===== config.mk =====
export PLATFORM = sky130hd
export DESIGN_NAME = lcd_timing_gen
export DESIGN_NICKNAME = d
export VERILOG_FILES = /design/src/rtl/lcd_timing_gen.sv
export SDC_FILE = /design/constraint.sdc
export NUM_CORES = 1
export LEC_CHECK = 0
export ABC_AREA = 0
export BUFFER_PORTS_ARGS = -buffer_cell sky130_fd_sc_hd__buf_2
export CAP_MARGIN = 10
export CORE_AREA = 2 2 65 73
export CTS_CLUSTER_DIAMETER = 100
export DETAILED_ROUTE_END_ITERATION = 16
export DIE_AREA = 0 0 67 75
export PLACE_DENSITY = 0.59
export SYNTH_ARGS = -nofsm -noshare
export SYNTH_HDL_FRONTEND = slang
export SYNTH_SLANG_ARGS = --single-unit

===== constraint.sdc =====
create_clock -name i_clk -period 2.5 [get_ports i_clk]
set_input_delay 0.125 -clock i_clk [delete_from_list [all_inputs] [get_ports i_clk]]
set_output_delay 0.125 -clock i_clk [all_outputs]
set_load 0.005 [all_outputs]

===== src/rtl/lcd_timing_gen.sv =====
// rtl/lcd_timing_gen.sv - LCD pixel clock divider, raster scan counters and delayed sync strobes
//
// Ports:
//   i_clk          system clock
//   i_rst_n        asynchronous active-low reset
//   o_lcd_clk      pixel clock, 50% duty, falls on every tick
//   o_x, o_y       pixel column / line, held at 0 outside the active area
//   o_hsync        horizontal sync, active low, SYNC_DLY pixel periods late
//   o_vsync        vertical sync, active low, SYNC_DLY pixel periods late
//   o_de           data enable, active high, SYNC_DLY pixel periods late
//   o_frame_start  one i_clk pulse after the tick that wraps the frame

module lcd_timing_gen #(
    parameter int CLK_DIV  = 4,
    parameter int H_ACTIVE = 480,
    parameter int H_FP     = 8,
    parameter int H_SYNC   = 4,
    parameter int H_BP     = 43,
    parameter int V_ACTIVE = 272,
    parameter int V_FP     = 8,
    parameter int V_SYNC   = 4,
    parameter int V_BP     = 12,
    parameter int SYNC_DLY = 1
) (
    input  logic       i_clk,
    input  logic       i_rst_n,
    output logic       o_lcd_clk,
    output logic [8:0] o_x,
    output logic [8:0] o_y,
    output logic       o_hsync,
    output logic       o_vsync,
    output logic       o_de,
    output logic       o_frame_start
);

    localparam int DIV_W   = (CLK_DIV > 2) ? $clog2(CLK_DIV) : 1;
    localparam int H_TOTAL = H_ACTIVE + H_FP + H_SYNC + H_BP;
    localparam int V_TOTAL = V_ACTIVE + V_FP + V_SYNC + V_BP;

    localparam logic [DIV_W-1:0] DIV_LAST = DIV_W'(CLK_DIV - 1);
    localparam logic [DIV_W-1:0] DIV_HALF = DIV_W'(CLK_DIV / 2);
    localparam logic [DIV_W-1:0] DIV_ONE  = DIV_W'(1);

    localparam logic [9:0] H_LAST   = 10'(H_TOTAL - 1);
    localparam logic [9:0] V_LAST   = 10'(V_TOTAL - 1);
    localparam logic [9:0] H_ACT    = 10'(H_ACTIVE);
    localparam logic [9:0] V_ACT    = 10'(V_ACTIVE);
    localparam logic [9:0] HS_FIRST = 10'(H_ACTIVE + H_FP);
    localparam logic [9:0] HS_LAST  = 10'(H_ACTIVE + H_FP + H_SYNC - 1);
    localparam logic [9:0] VS_FIRST = 10'(V_ACTIVE + V_FP);
    localparam logic [9:0] VS_LAST  = 10'(V_ACTIVE + V_FP + V_SYNC - 1);

    // Strobe bundle layout {hsync, vsync, de}; idle value is syncs high, de low.
    localparam logic [2:0] STROBE_IDLE = 3'b110;

    logic [DIV_W-1:0] div;
    logic [DIV_W-1:0] div_next;
    logic             tick;
    logic [9:0]       hcnt;
    logic [9:0]       vcnt;
    logic [9:0]       hcnt_next;
    logic [9:0]       vcnt_next;
    logic             h_wrap;
    logic             frame_wrap;
    logic [2:0]       strobe_next;
    logic             lcd_clk;
    logic             frame_start;

    // pipe[0] holds the strobes that belong to the current counter values;
    // pipe[SYNC_DLY] is what leaves the block.
    logic [2:0]       pipe [0:SYNC_DLY];

    always_comb begin
        tick       = (div == DIV_LAST);
        div_next   = tick ? '0 : div + DIV_ONE;
        h_wrap     = (hcnt == H_LAST);
        frame_wrap = h_wrap && (vcnt == V_LAST);
        hcnt_next  = h_wrap ? 10'd0 : hcnt + 10'd1;
        vcnt_next  = vcnt;
        if (h_wrap) begin
            vcnt_next = (vcnt == V_LAST) ? 10'd0 : vcnt + 10'd1;
        end
        // Strobes are decoded from the counter values being loaded on this tick,
        // so pipe[0] changes on the same tick as the counters.
        strobe_next[2] = !((hcnt_next >= HS_FIRST) && (hcnt_next <= HS_LAST));
        strobe_next[1] = !((vcnt_next >= VS_FIRST) && (vcnt_next <= VS_LAST));
        strobe_next[0] = (hcnt_next < H_ACT) && (vcnt_next < V_ACT);
    end

    always_ff @(posedge i_clk or negedge i_rst_n) begin
        if (!i_rst_n) begin
            div         <= '0;
            hcnt        <= '0;
            vcnt        <= '0;
            lcd_clk     <= 1'b0;
            frame_start <= 1'b0;
            for (int i = 0; i <= SYNC_DLY; i++) begin
                pipe[i] <= STROBE_IDLE;
            end
        end else begin
            div         <= div_next;
            // Registered from div_next so the pixel clock is high exactly while
            // div sits in the upper half, and falls on the tick.
            lcd_clk     <= (div_next >= DIV_HALF);
            frame_start <= tick && frame_wrap;
            if (tick) begin
                hcnt    <= hcnt_next;
                vcnt    <= vcnt_next;
                pipe[0] <= strobe_next;
                for (int i = 1; i <= SYNC_DLY; i++) begin
                    pipe[i] <= pipe[i-1];
                end
            end
        end
    end

    // During blanking the coordinates park at 0 so layers prefetch pixel 0.
    assign o_x           = (hcnt < H_ACT) ? hcnt[8:0] : 9'd0;
    assign o_y           = (vcnt < V_ACT) ? vcnt[8:0] : 9'd0;
    assign o_lcd_clk     = lcd_clk;
    assign o_hsync       = pipe[SYNC_DLY][2];
    assign o_vsync       = pipe[SYNC_DLY][1];
    assign o_de          = pipe[SYNC_DLY][0];
    assign o_frame_start = frame_start;

endmodule


==> flow_metrics.env, run 1 <==
export IMPL_cts_path_max_buffers=2
export IMPL_layout_nets=237
export IMPL_final_period_utilization_pct=87.3
export IMPL_setup_tns_ns=0
export IMPL_cp_max_fo=7
export IMPL_synth_async_reset_ratio_pct=100
export IMPL_critical_path_cell_chain="or4b_4 -> nor3_4 -> and3_1 -> xnor2_1 -> nand2_1 -> o41ai_2"
export IMPL_num_vias=1596
export IMPL_viasPerCell=5.58
export IMPL_maxSlewHeadroom_pct=58.5
export IMPL_cp_slowest_cell="or4b_4"
export IMPL_pwr_density_cell_mw_per_mm2=422
export IMPL_max_stage_delay_ns=0.56
export IMPL_yosysTopAreaCellShare_pct=33.8
export IMPL_cts_made_buffers=5
export IMPL_num_rows=25
export IMPL_tightest_slew_ns=0.622
export IMPL_fin_skew_ns=0.00978
export IMPL_worstSetupEndpointType="flip-flop"
export IMPL_grt_pass1_vias=1502
export IMPL_fmax_mhz=458
export IMPL_required_ns=2.69
export IMPL_netlist_top_cells_count="nand2_1 (28), dfrtp_1 (25), and2_1 (18)"
export IMPL_drt_iter0_drc=89
export IMPL_power_leakage_nw=0.953
export IMPL_portBuffers=24
export IMPL_grt_overflow_total=0
export IMPL_start_util_pct=43.6
export IMPL_clk_latency_ns=0.29
export IMPL_rsz0062_at_grt="no"
export IMPL_die_w_um=67
export IMPL_gp_congestion=0.858
export IMPL_post_dp_hpwl_mm=2.94
export IMPL_post_place_ws_ns=0.322
export IMPL_min_period_ns=2.18
export IMPL_grt_max_degree=30
export IMPL_yosysMostFrequentCell="nand2_1"
export IMPL_synthFlopType="dfrtp_1"
export IMPL_post_drt_wl_per_cell_um=14.4
export IMPL_crit_type="flip-flop to flip-flop"
export IMPL_routed_wl_mm=4.12
export IMPL_synth_edff_count=0
export IMPL_cts_sinks=29
export IMPL_status="complete, no violations"
export IMPL_clkTransAtPathRegs_ns=0.07
export IMPL_seq_area_frac_synth_pct=39.4
export IMPL_cts_resized=0
export IMPL_whs_ns=0.385
export IMPL_reg2reg_from="hcnt[7]$_DFFE_PN0P_"
export IMPL_grt_antenna_before_repair=0
export IMPL_dieArea_mm2=0.00503
export IMPL_yosys_top_cells_area="dfrtp_1 (34%), and2_1 (6.1%), dfstp_2 (5.7%), nand2_1 (5.7%), xnor2_1 (4.3%)"
export IMPL_hold_path_class="input pin to asynchronous set/reset pin"
export IMPL_syn_nets=208
export IMPL_grt_total_usage_pct=19.0
export IMPL_fp_dieH_um=75
export IMPL_clockRootBuffer="clkbuf_8"
export IMPL_synth_cell_types=52
export IMPL_syn_avg_cell_area_um2=9.17
export IMPL_core_mm2=0.00425
export IMPL_area_growth_pct=16.7
export IMPL_maxCapViolCount=0
export IMPL_ir_drop_v=0.000281
export IMPL_synth_cells=202
export IMPL_syn_area_mm2=0.00185
export IMPL_setup_ws_ns=0.319
export IMPL_drc=0
export IMPL_drive_above_1_share_pct=26.7
export IMPL_grt_pass1_wl_mm=7.09
export IMPL_hold_viol=0
export IMPL_postRouteAntennaNets=0
export IMPL_placed_area_mm2=0.00205
export IMPL_setup_violations=0
export IMPL_setup_worst_path_start="hcnt[7]$_DFFE_PN0P_"
export IMPL_worstPathArrival_ns=2.37
export IMPL_start_kind="flip-flop"
export IMPL_n_antenna_cell=0
export IMPL_drv_slew=0
export IMPL_ios=25
export IMPL_finalPower_mw=0.912
export IMPL_synth_largest_area_cell="dfrtp_1"
export IMPL_ys_warn_count=0
export IMPL_ys_ff_latch=29
export IMPL_first_pass_iters=4
export IMPL_tritoncts="built"
export IMPL_stdcell_area_mm2=0.00216
export IMPL_h_tree_depth=2
cell type report:
class	instances	area, um^2
flip-flops and latches	29	731
clock inverters	1	5.00
inverters	3	11.3
clock buffers	7	96.3
well taps	54	67.6
fillers	451	2090
repair buffers	36	213
multi-input cells	156	1040
cell families after synthesis:
logic type	count (synthesis)	synth area share, %
buffers and inverters	17	4.46
multiplexers	5	2.97
AO/OA/AOI/OAI	34	12.8
flip-flops	29	39.4
AND/OR/NAND/NOR	102	32.5
adder cells (fa/ha/maj)	4	2.70
XOR/XNOR	11	5.20
critical path, delay by kind of cell, from the launching register on:
family	cells	cell delay (ns)
AOI/OAI and AO/OA	1	0.33
and+or+nand+nor	4	1.19
xor gates and xnor gates	1	0.13
DFF	1	0.44
routing by layer:
metal | track usage (%) | wire length [um]
met3 | 4.48 | 183
met5 | 0 | 0
met1 | 23.3 | 1860
met4 | 9.07 | 63
met2 | 31.6 | 2010
worst paths after layout:
path	slack [ns]	cells after the start	end
min in group i_clk	0.44	1	div[0]$_DFF_PN0_
max in group asynchronous	1.69	2	hcnt[8]$_DFFE_PN0P_
min reg2reg	0.44	1	div[0]$_DFF_PN0_
max	0.32	6	pipe[3]$_DFFE_PN0P_
min	0.38	2	hcnt[0]$_DFFE_PN0P_
max reg2reg	0.32	6	pipe[3]$_DFFE_PN0P_
stage by stage:
stage                     util, %  cells
final                        50.9    286
after global routing         50.9    286
after CTS                    50.9    286
after detailed placement     48.2    277
after global placement       48.2    277
after floorplan                 -    202
repair_timing:
item / CTS / global route
endpoints found under the hold margin: 25 / 0
hold buffers: 1 / 0
buffers inserted: 0 / 0
cell usage in the layout, fill, tap and decap left out, types with 2 or more instances in the layout:
cell type,Yosys,final
nor2_1,11,11
nor4_4,2,2
mux2_2,4,4
a41oi_1,2,2
nand2_1,28,28
nor4_1,2,2
and2_1,18,18
and3_1,4,4
nor3_1,5,5
clkbuf_8,0,7
nand4_1,7,7
nand2b_1,2,2
ha_1,4,4
nand3b_1,2,2
xnor2_1,9,9
a21oi_1,4,4
a31oi_1,2,2
dfstp_2,4,4
buf_2,6,24
inv_1,3,3
dfrtp_1,25,25
buf_4,1,11
o31ai_1,4,4
o21ai_0,11,11
xor2_1,2,2
nand3_1,8,8
sequential cells by signal (all words and copies together), names as in the netlist:
| signal | flops |
|---|---|
| div | 2 |
| hcnt | 10 |
| o_de | 1 |
| o_frame_start | 1 |
| o_hsync | 1 |
| o_vsync | 1 |
| pipe | 3 |
| vcnt | 10 |
report_power, final:
group / total, mW / internal (mW) / leakage [nW] / switching, mW
Clock: 0.433 / 0.248 / 0.0542 / 0.184
Combinational: 0.0102 / 0.00157 / 0.533 / 0.00861
Sequential: 0.470 / 0.470 / 0.367 / 0
Total: 0.912 / 0.720 / 0.953 / 0.193
Power figures use the tool's default switching activity.
==> run 2, diff against run 1 <==
--- a/config.mk
+++ b/config.mk
@@ -13,6 +13,7 @@
 export DETAILED_ROUTE_END_ITERATION = 16
 export DIE_AREA = 0 0 67 75
 export PLACE_DENSITY = 0.59
+export SETUP_SLACK_MARGIN = 0.5
 export SYNTH_ARGS = -nofsm -noshare
 export SYNTH_HDL_FRONTEND = slang
 export SYNTH_SLANG_ARGS = --single-unit
==> run 2 against run 1 <==
  * First-iteration DRC count fell by 49%
  * Power rose by 7.2%
  * Sequential power barely moved
  * Highest routed layer unchanged
  * Die area did not move
  * Clock skew fell by 0.0012 ns
  * Flip-flop and latch count did not move
  * Critical endpoint unchanged
  * Largest power group is now clock
  * Critical path depth rose by 1
  * Combinational power rose by 6%
  * Core utilization rose by 4.1 points
  * Register-to-register slack improved by 0.10 ns
==> flow_metrics.env, run 2 (synthesized netlist as in run 1, its figures left out) <==
export IMPL_status="complete, no violations"
export IMPL_post_place_ws_ns=0.324
export IMPL_drive_above_1_share_pct=36.9
export IMPL_grt_pass1_wl_mm=7.27
export IMPL_fmax_mhz=480
export IMPL_hold_path_class="input pin to asynchronous set/reset pin"
export IMPL_h_tree_depth=2
export IMPL_drv_slew=0
export IMPL_power_leakage_nw=1.02
export IMPL_seqPwrFrac_pct=48.0
export IMPL_cp_max_fo=3
export IMPL_grt_overflow_total=0
export IMPL_clkPwrFrac_pct=50.9
export IMPL_crit_type="flip-flop to flip-flop"
export IMPL_grt_max_degree=30
export IMPL_hold_viol=0
export IMPL_core_mm2=0.00425
export IMPL_dp_cells=275
export IMPL_setup_tns_ns=0
export IMPL_grt_antenna_before_repair=0
export IMPL_fin_skew_ns=0.00856
export IMPL_grt_pass1_vias=1484
export IMPL_area_growth_pct=26.3
export IMPL_ios=25
export IMPL_final_period_utilization_pct=83.3
export IMPL_num_rows=25
export IMPL_routed_wl_mm=4.35
export IMPL_final_cell_mix="nand2_1 (26), buf_2 (24), dfrtp_1 (23), buf_4 (19), and2_1 (18)"
export IMPL_clkTransAtPathRegs_ns=0.07
export IMPL_worstPathArrival_ns=2.25
export IMPL_fp_dieH_um=75
export IMPL_portBuffers=24
export IMPL_setup_violations=0
export IMPL_pwr_density_cell_mw_per_mm2=418
export IMPL_n_antenna_cell=0
export IMPL_cts_sinks=29
export IMPL_min_period_ns=2.08
export IMPL_switching_share_pct=21.4
export IMPL_num_vias=1611
export IMPL_first_pass_iters=4
export IMPL_worstSetupEndpointType="flip-flop"
export IMPL_start_kind="flip-flop"
export IMPL_setup_ws_ns=0.419
export IMPL_power_frac_comb_pct=1.1
export IMPL_maxCapViolCount=0
export IMPL_clockRootBuffer="clkbuf_8"
export IMPL_final_cells=298
export IMPL_clk_latency_ns=0.29
export IMPL_finalPower_mw=0.978
export IMPL_cts_path_max_buffers=2
export IMPL_n_fill_cell=428
export IMPL_drt_iter0_drc=45
export IMPL_rsz0062_at_grt="yes"
export IMPL_layout_commonest_cell="nand2_1"
export IMPL_viasPerCell=5.41
export IMPL_post_drt_wl_per_cell_um=14.6
export IMPL_reg_top3="hcnt: 10 flops, vcnt: 10 flops, pipe: 3 flops"
export IMPL_start_util_pct=43.6
export IMPL_layout_nets=249
export IMPL_p_switching_mw=0.209
export IMPL_maxSlewHeadroom_pct=55.5
export IMPL_die_w_um=67
export IMPL_postRouteAntennaNets=0
export IMPL_drc=0
export IMPL_cts_made_buffers=5
export IMPL_tightest_slew_ns=0.667
export IMPL_ir_drop_v=0.000370
export IMPL_tritoncts="built"
export IMPL_required_ns=2.67
export IMPL_gp_congestion=0.842
export IMPL_grt_total_usage_pct=19.6
export IMPL_post_dp_hpwl_mm=2.95
export IMPL_dieArea_mm2=0.00503
export IMPL_internal_power_mw=0.769
-- run 2: final cells by class --
type | count | area, um^2 | area share [%]
inverter | 3 | 11.3 | 0.481
timing repair buffer | 48 | 318 | 13.6
clock inverter | 3 | 46.3 | 1.98
tap | 54 | 67.6 | 2.89
sequential | 29 | 733 | 31.3
multi-input combinational | 156 | 1090 | 46.8
clock buffer | 5 | 68.8 | 2.94
-- run 2: worst paths after layout --
path | from | end | slack, ns | cells past startpoint
setup / recovery | hcnt[7]$_DFFE_PN0P_ | pipe[3]$_DFFE_PN0P_ | 0.42 | 7
hold / removal | i_rst_n | vcnt[4]$_DFFE_PN0P_ | 0.40 | 2
setup reg to reg | hcnt[7]$_DFFE_PN0P_ | pipe[3]$_DFFE_PN0P_ | 0.42 | 7
hold reg to reg | div[0]$_DFF_PN0_ | div[0]$_DFF_PN0_ | 0.43 | 1
max in group asynchronous | i_rst_n | vcnt[2]$_DFFE_PN0P_ | 1.63 | 2
min in group i_clk | div[0]$_DFF_PN0_ | div[0]$_DFF_PN0_ | 0.43 | 1
-- run 2: repair_timing --
item / 4_1_cts / 5_1_grt
endpoints found under the setup margin: 7 / 19
gates resized for setup: 8 / 15
setup buffers: 9 / 5
pin swaps: 4 / 7
endpoints found under the hold margin: 25 / 0
hold buffers: 1 / 0
-- run 2: per-stage QoR --
| stage | cell area (um^2) | hold slack (ns) | util (%) |
|---|---|---|---|
| floorplan | 1860 | -0.171 | - |
| global placement | 2040 | 0.197 | 48.0 |
| detailed placement | 2040 | 0.205 | 48.0 |
| CTS | 2250 | 0.429 | 52.9 |
| global route | 2340 | 0.461 | 55.0 |
| finish | 2340 | 0.400 | 55.0 |
-- run 2: layer usage --
metal	part of all wire, %	routed length [um]	vias up	global-route usage (%)
li1	-	-	807	-
met1	48	2070	764	26.9
met2	47	2030	32	30.4
met3	3.9	168	8	4.33
met4	2.0	85	0	7.48
met5	0	0	-	0
-- run 2: power by group through the flow --
stage / registers [mW] / logic [mW] / clock network (mW)
floorplan: 0.478 / 0.000000411 / 0
global placement: 0.478 / 0.0104 / 0
detailed placement: 0.478 / 0.0107 / 0
CTS: 0.469 / 0.0118 / 0.511
global route: 0.469 / 0.0132 / 0.526
finish: 0.469 / 0.0108 / 0.498
-- run 2: worst max-delay path: stages (launching register included) --
cell	delay, ns
dfrtp_1	0.39
or4b_4	0.56
nor3_4	0.21
buf_6	0.15
a211oi_2	0.05
a41o_1	0.25
a211oi_2	0.25
o41ai_2	0.10
